--- config.mk ---
export PLATFORM = sky130hd
export DESIGN_NAME = i2c_bus_monitor_flat
export DESIGN_NICKNAME = d
export VERILOG_FILES = /design/src/rtl/i2c_bus_monitor_if.sv /design/src/rtl/i2c_bus_monitor.sv /design/src/flat_wrapper.sv
export SDC_FILE = /design/constraint.sdc
export NUM_CORES = 1
export LEC_CHECK = 0
export CORE_MARGIN = 2
export CORE_UTILIZATION = 40
export CTS_BUF_LIST = sky130_fd_sc_hd__clkbuf_4
export DETAILED_ROUTE_END_ITERATION = 8
export GPL_TIMING_DRIVEN = 0
export SLEW_MARGIN = 20
export SYNTH_ARGS = -nofsm -noshare
export SYNTH_HDL_FRONTEND = slang
export SYNTH_SLANG_ARGS = --single-unit
export TNS_END_PERCENT = 30
--- constraint.sdc ---
create_clock -name clk_i -period 2.2 [get_ports clk_i]
set_input_delay 0.22 -clock clk_i [delete_from_list [all_inputs] [get_ports clk_i]]
set_output_delay 0.22 -clock clk_i [all_outputs]
set_load 0.03 [all_outputs]
--- src/rtl/i2c_bus_monitor_if.sv ---
// Pad-side inputs and filtered/decoded outputs of the I2C bus monitor.
// The monitor itself uses the master modport; the consumer uses slave.
interface i2c_bus_monitor_if;
  logic scl_pad_i;
  logic sda_pad_i;
  logic scl_o;
  logic sda_o;
  logic scl_rise_o;
  logic scl_fall_o;
  logic start_o;
  logic stop_o;
  logic busy_o;

  modport master (
    input  scl_pad_i,
    input  sda_pad_i,
    output scl_o,
    output sda_o,
    output scl_rise_o,
    output scl_fall_o,
    output start_o,
    output stop_o,
    output busy_o
  );

  modport slave (
    output scl_pad_i,
    output sda_pad_i,
    input  scl_o,
    input  sda_o,
    input  scl_rise_o,
    input  scl_fall_o,
    input  start_o,
    input  stop_o,
    input  busy_o
  );
endinterface

--- src/rtl/i2c_bus_monitor.sv ---
// I2C bus monitor: synchronizes and glitch-filters SCL/SDA, then decodes
// SCL edges, START/STOP conditions and the bus-busy state from the filtered lines.
module i2c_bus_monitor #(
  parameter int unsigned FILT_W = 4
) (
  input  logic              clk_i,
  input  logic              rst_ni,
  input  logic              en_i,
  input  logic [FILT_W-1:0] filt_len_i,
  i2c_bus_monitor_if.master bus
);

  localparam int unsigned LINE_SCL = 0;
  localparam int unsigned LINE_SDA = 1;
  localparam logic [FILT_W-1:0] CNT_MAX = '1;
  localparam logic [FILT_W-1:0] CNT_ONE = FILT_W'(1);

  typedef enum logic {
    ST_IDLE,
    ST_BUSY
  } state_e;

  logic [1:0]        meta_q, meta_d;
  logic [1:0]        sync_q, sync_d;
  logic [1:0]        filt_q, filt_d;
  logic [FILT_W-1:0] cnt_q [2];
  logic [FILT_W-1:0] cnt_d [2];

  logic scl_rise_q, scl_rise_d;
  logic scl_fall_q, scl_fall_d;
  logic start_q, start_d;
  logic stop_q, stop_d;
  logic scl_stable_hi;

  state_e state_q, state_d;

  always_comb begin
    meta_d = {bus.sda_pad_i, bus.scl_pad_i};
    sync_d = meta_q;
  end

  // A line only moves once the synchronized value has disagreed with the
  // filtered value for more than filt_len_i consecutive cycles.
  always_comb begin
    for (int i = 0; i < 2; i++) begin
      filt_d[i] = filt_q[i];
      cnt_d[i]  = '0;
      if (!en_i) begin
        filt_d[i] = 1'b1;
        cnt_d[i]  = '0;
      end else if (sync_q[i] == filt_q[i]) begin
        cnt_d[i] = '0;
      end else if (cnt_q[i] >= filt_len_i) begin
        filt_d[i] = sync_q[i];
        cnt_d[i]  = '0;
      end else if (cnt_q[i] == CNT_MAX) begin
        cnt_d[i] = cnt_q[i];
      end else begin
        cnt_d[i] = cnt_q[i] + CNT_ONE;
      end
    end
  end

  always_comb begin
    scl_stable_hi = filt_q[LINE_SCL] & filt_d[LINE_SCL];
    scl_rise_d    = en_i & ~filt_q[LINE_SCL] &  filt_d[LINE_SCL];
    scl_fall_d    = en_i &  filt_q[LINE_SCL] & ~filt_d[LINE_SCL];
    start_d       = en_i & scl_stable_hi &  filt_q[LINE_SDA] & ~filt_d[LINE_SDA];
    stop_d        = en_i & scl_stable_hi & ~filt_q[LINE_SDA] &  filt_d[LINE_SDA];
  end

  // Busy follows the registered START/STOP pulses, so it changes one cycle
  // after the pulse is visible.
  always_comb begin
    state_d = state_q;
    if (!en_i) begin
      state_d = ST_IDLE;
    end else if (start_q) begin
      state_d = ST_BUSY;
    end else if (stop_q) begin
      state_d = ST_IDLE;
    end
  end

  always_ff @(posedge clk_i or negedge rst_ni) begin
    if (!rst_ni) begin
      meta_q     <= 2'b11;
      sync_q     <= 2'b11;
      filt_q     <= 2'b11;
      for (int i = 0; i < 2; i++) begin
        cnt_q[i] <= '0;
      end
      scl_rise_q <= 1'b0;
      scl_fall_q <= 1'b0;
      start_q    <= 1'b0;
      stop_q     <= 1'b0;
      state_q    <= ST_IDLE;
    end else begin
      meta_q     <= meta_d;
      sync_q     <= sync_d;
      filt_q     <= filt_d;
      for (int i = 0; i < 2; i++) begin
        cnt_q[i] <= cnt_d[i];
      end
      scl_rise_q <= scl_rise_d;
      scl_fall_q <= scl_fall_d;
      start_q    <= start_d;
      stop_q     <= stop_d;
      state_q    <= state_d;
    end
  end

  assign bus.scl_o      = filt_q[LINE_SCL];
  assign bus.sda_o      = filt_q[LINE_SDA];
  assign bus.scl_rise_o = scl_rise_q;
  assign bus.scl_fall_o = scl_fall_q;
  assign bus.start_o    = start_q;
  assign bus.stop_o     = stop_q;
  assign bus.busy_o     = (state_q == ST_BUSY);

endmodule

--- src/flat_wrapper.sv ---
// flat-port wrapper written by rule: the top's interface ports become plain ports
module i2c_bus_monitor_flat 
#(
  parameter int unsigned FILT_W = 4
)
  (clk_i, rst_ni, en_i, filt_len_i, bus_scl_pad_i, bus_sda_pad_i, bus_scl_o, bus_sda_o, bus_scl_rise_o, bus_scl_fall_o, bus_start_o, bus_stop_o, bus_busy_o);
  i2c_bus_monitor_if bus_i ();
  input  logic clk_i;
  input  logic rst_ni;
  input  logic en_i;
  input  logic [FILT_W-1:0] filt_len_i;
  input wire logic [$bits(bus_i.scl_pad_i)-1:0] bus_scl_pad_i;
  input wire logic [$bits(bus_i.sda_pad_i)-1:0] bus_sda_pad_i;
  output wire logic [$bits(bus_i.scl_o)-1:0] bus_scl_o;
  output wire logic [$bits(bus_i.sda_o)-1:0] bus_sda_o;
  output wire logic [$bits(bus_i.scl_rise_o)-1:0] bus_scl_rise_o;
  output wire logic [$bits(bus_i.scl_fall_o)-1:0] bus_scl_fall_o;
  output wire logic [$bits(bus_i.start_o)-1:0] bus_start_o;
  output wire logic [$bits(bus_i.stop_o)-1:0] bus_stop_o;
  output wire logic [$bits(bus_i.busy_o)-1:0] bus_busy_o;
  assign bus_i.scl_pad_i = bus_scl_pad_i;
  assign bus_i.sda_pad_i = bus_sda_pad_i;
  assign bus_scl_o = bus_i.scl_o;
  assign bus_sda_o = bus_i.sda_o;
  assign bus_scl_rise_o = bus_i.scl_rise_o;
  assign bus_scl_fall_o = bus_i.scl_fall_o;
  assign bus_start_o = bus_i.start_o;
  assign bus_stop_o = bus_i.stop_o;
  assign bus_busy_o = bus_i.busy_o;
  i2c_bus_monitor #(.FILT_W(FILT_W)) u_core (.clk_i(clk_i), .rst_ni(rst_ni), .en_i(en_i), .filt_len_i(filt_len_i), .bus(bus_i));
endmodule
Word level (Yosys, flattened, before mapping)
Index checks and enable logic that the tools add are counted.

Equality and inequality tests: 7. Mux-type cells: 17. Reduce and logical (&&, ||, !) cells: 0. Shifts and indexed selects: 0. Magnitude comparators: 2. Div/mod/pow operators: 0. Bitwise operators: 14. $add $sub $neg: 2. Multiply operators: 0.

Operators with widths (count): $mux 4 (8); $and 1x1->1 (10); $mux 1 (9); $add 4x1->4 const B (2); $eq 4x4->1 const B (2); $ge 4x4->1 (2); $ne 4x2->1 const B (2); $not 1->1 (4); $ne 3x1->1 const B (1); $eq 1x1->1 (2).

RAM bits: 0. Memory bits (read-only): 0. Bits in latches: 0. Word-level logic and storage cells: 52. Register bits after elaboration: 19. Input port bits: 9. Memories: 0.

Logic depth before layout (Yosys ltp)
Depth in word-level cells: 8. Mapped depth: 6. Mapped depth without buffers: 6.

Least setup slack after synthesis
No wires, ideal clock.

Path type: register to register. Start point: reg u_core.cnt_q[4] in the netlist's numbering. End point: reg u_core.cnt_q[6] in the netlist's numbering. Buffers on the path: 0. Stages on the path, launching flop included: 7. Data arrival time: 1611 ps. Slack: 503 ps. Required time: 2114 ps. Period minus slack after synthesis: 1697 ps. Path through: dfrtp_1 > inv_1 > ha_1 > nand2b_4 > a2111oi_4 > o211ai_1 > nor3_1.

Longest elaborated chain between the ends: 5. Elaborated cells on any way between the ends: 8.

RTL lines: start, declared (line i2c_bus_monitor.sv:26) `logic [FILT_W-1:0] cnt_q [2];`; start signal, assigned by index (line i2c_bus_monitor.sv:103) `cnt_q[i] <= cnt_d[i];`; $add 4x1->4 (line i2c_bus_monitor.sv:59) `cnt_d[i] = cnt_q[i] + CNT_ONE;`; $mux 4 (line i2c_bus_monitor.sv:56) `end else if (cnt_q[i] == CNT_MAX) begin`; $mux 4 (line i2c_bus_monitor.sv:53) `end else if (cnt_q[i] >= filt_len_i) begin`; $mux 4 (line i2c_bus_monitor.sv:51) `end else if (sync_q[i] == filt_q[i]) begin`; $mux 4 (line i2c_bus_monitor.sv:48) `if (!en_i) begin`.

Several ways; a longest one is shown, not always the timed one. The select of a mux whose other input is x is not followed. A chain may end at the register's enable or synchronous reset.

Worst setup path after layout
Same ends and word-level chain as after synthesis.

==> results.yml <==
run_status:
  status: "finished clean"
placed_design:
  place_ws_ns: 0.105
  place.gp.congestion: 0.737
  hpwlAfterDp_um: 1330
  dpl-instance-area_um2: 1190
  port-buffer-count: 15
sta:
  skew_ns: 0.00804
  setup_slack_ns: 0.296
  fin_crit_ns: 1.90
  worst_pin_slew_ns: 0.842
  setup_violations: 0
  timing.hold.ws_ns: 0.308
  fin_crit_sh_pct: 86.6
  slew_headroom_pct: 43.7
  fin_setup_tns_ns: 0
  finalMaxSlewViolations: 0
  max_freq_ghz: 0.525
  hold_violations: 0
  rsz0062_at_grt: "false"
detailed_routing:
  wl_per_cell_um: 12.0
  drcViolationCount: 0
  top_layer_used: "met4"
  drt_wl_total_um: 1670
  wl_met2_um: 836
  viasPerCell: 5.17
  vias: 719
  antenna_left: 0
  drt-initial-drc-count: 10
  wl_met1_um: 742
  wl_met3_um: 79
  drtPass1Iterations: 4
clock_network:
  ctsHtreeMaxLevel: 1
  postCtsSetupBuffers: 0
  max-clock-path-buffers: 2
  cts_tree: "yes"
  clock_latency_ns: 0.30
  cts_hold_buf: 0
  clk_pin_slew_ns: 0.11
  cts_made_buffers: 3
  cts_sinks: 19
  cts_root_buf: "clkbuf_4"
  post_cts_resized: 0
critical_path:
  crit_type: "register to register"
  cp.arrival_ns: 2.12
  critPathMaxFanout: 5
  start_kind: "register"
  end_kind: "register"
  crit_required_ns: 2.42
final_layout:
  finalNetCount: 129
  layout_common_cells: "clkdlybuf4s50_1 (15), dfrtp_1 (13), nor2_1 (11)"
  layout_commonest_cell: "clkdlybuf4s50_1"
  diodes: 0
  area_growth_syn_to_layout_pct: 21.7
  finalInstanceArea_um2: 1220
  drive_gt1_share_pct: 12.8
synth:
  async_flop_share_pct: 100
  syn_area_um2: 1000
  synth-seq-area-share_pct: 48.1
  avgSynthCellArea_um2: 11.2
  synthAdderAreaFrac_pct: 12.5
  yosysTopAreaCellShare_pct: 32.4
  synth_edf_count: 0
  synth_top_family_by_area: "simple AND/OR/NAND/NOR gates"
  synthTopCellsByArea: "dfrtp_1 (32%), dfstp_2 (16%), ha_1 (12%)"
  yosys_warnings: 0
  synth_xor_area_share_pct: 2.62
  synthesis.nets: 109
  muxShareOfSynthArea_pct: 2.99
  ys.flop_type: "dfrtp_1"
  yosysTopAreaCell: "dfrtp_1"
  synth_compound_area_share_pct: 12.2
  syn_inst: 90
  yosys.area_share.simple_pct: 19.4
  ys_ff_latch: 19
  yosys.cell_types.count: 25
power_and_ir_drop:
  irDropWorstVdd_mv: 0.408
  seqPwrFrac_pct: 56.8
  p_clk_share_pct: 27.1
  leakagePower_nw: 0.544
  pwr-share-comb_pct: 16.2
  finalPower_uw: 667
  switching_share_pct: 26.4
  power_density_nw_per_um2: 545
  p_switching_uw: 176
  intPower_uw: 491
floorplan:
  coreArea_um2: 2430
  io_pins: 16
  dieWidth_um: 54.1
  die_h_um: 54.1
  dieArea_um2: 2930
  placementRows: 18
  initial_core_util_pct: 41.3
global_routing:
  grt_pass1_wl_um: 3110
  grt_pass1_vias: 723
  grt-ovfl-total: 0
  grt_use_total_pct: 15.1
  antenna_found_initial: 0
  grt_max_degree: 20
min_path:
  hp-class: "input port to register"
flow_run:
  cap_violations: 0
-- synthesized netlist by cell type, types with 2 or more instances --
master,n
a2111oi_4,2
a31oi_1,2
dfrtp_1,13
dfstp_2,6
ha_1,10
inv_1,6
mux2i_1,3
nand2_1,3
nand2b_1,3
nand3_1,4
nor2_1,11
nor2b_1,3
nor3_1,5
nor3b_1,2
nor4_1,3
o211ai_1,2
o21a_1,3
xnor2_1,2
-- worst paths after layout --
check	slack (ns)	depth (start not counted)	endpoint	from
setup / recovery	0.30	6	u_core.cnt_q[6]	u_core.cnt_q[4]
hold / removal	0.31	1	u_core.meta_q[1]	bus_sda_pad_i
setup reg to reg	0.30	6	u_core.cnt_q[6]	u_core.cnt_q[4]
hold reg to reg	0.36	0	u_core.sync_q[0]	u_core.meta_q[0]
max in group asynchronous	1.29	1	u_core.cnt_q[7]	rst_ni
min in group asynchronous	0.39	1	u_core.bus.start_o	rst_ni
-- sequential cells by signal (all words and copies together) (netlist names) --
signal and cells:
u_core.bus.scl_fall_o 1, u_core.sync_q 2, u_core.meta_q 2, u_core.bus.busy_o 1
u_core.cnt_q 8, u_core.filt_q 2, u_core.bus.start_o 1, u_core.bus.scl_rise_o 1
u_core.bus.stop_o 1
-- kinds of logic (layout without fill, tap and decap cells) --
logic type	count (synthesis)	in the layout
and+or+nand+nor	37	37
DFF	19	19
AOI/OAI and AO/OA	12	12
adders and majority gates	10	10
buffers and inverters	6	25
xor gates and xnor gates	3	3
muxes	3	3
-- area by class of cell --
| type | count | area, um^2 |
|---|---|---|
| clock buffer | 3 | 22.5 |
| clock inverter | 1 | 7.51 |
| fill | 230 | 1210 |
| inverter | 6 | 22.5 |
| multi-input combinational | 65 | 499 |
| sequential | 19 | 483 |
| tap | 30 | 37.5 |
| timing repair buffer | 15 | 150 |
-- metal layers --
| metal | GRT usage (%) | vias to the layer above |
|---|---|---|
| met5 | 0 | - |
| met4 | 3.75 | 0 |
| met3 | 5.83 | 2 |
| met2 | 25.8 | 16 |
| met1 | 17.6 | 345 |
| li1 | - | 356 |
-- power groups by stage --
stage / registers [mW] / clock network [mW] / logic (mW)
after floorplan: 0.388 / 0 / 0.0640
after global placement: 0.384 / 0 / 0.107
after detailed placement: 0.385 / 0 / 0.110
after CTS: 0.379 / 0.191 / 0.110
after global routing: 0.380 / 0.207 / 0.123
final: 0.378 / 0.180 / 0.108
-- metrics by stage --
| step | util, % | cells |
|---|---|---|
| final | 50.3 | 139 |
| after global routing | 50.3 | 139 |
| after global placement | 49.0 | 135 |
| after CTS | 50.3 | 139 |
| after detailed placement | 49.0 | 135 |
| after floorplan | - | 90 |
-- critical path, cell delays in order, from the launching register on --
cell	delay, ns
dfrtp_1	0.44
inv_1	0.07
ha_1	0.26
nand2b_4	0.15
a2111oi_4	0.42
o211ai_1	0.25
nor3_1	0.23
No activity file was read; power rests on OpenSTA's default activity.
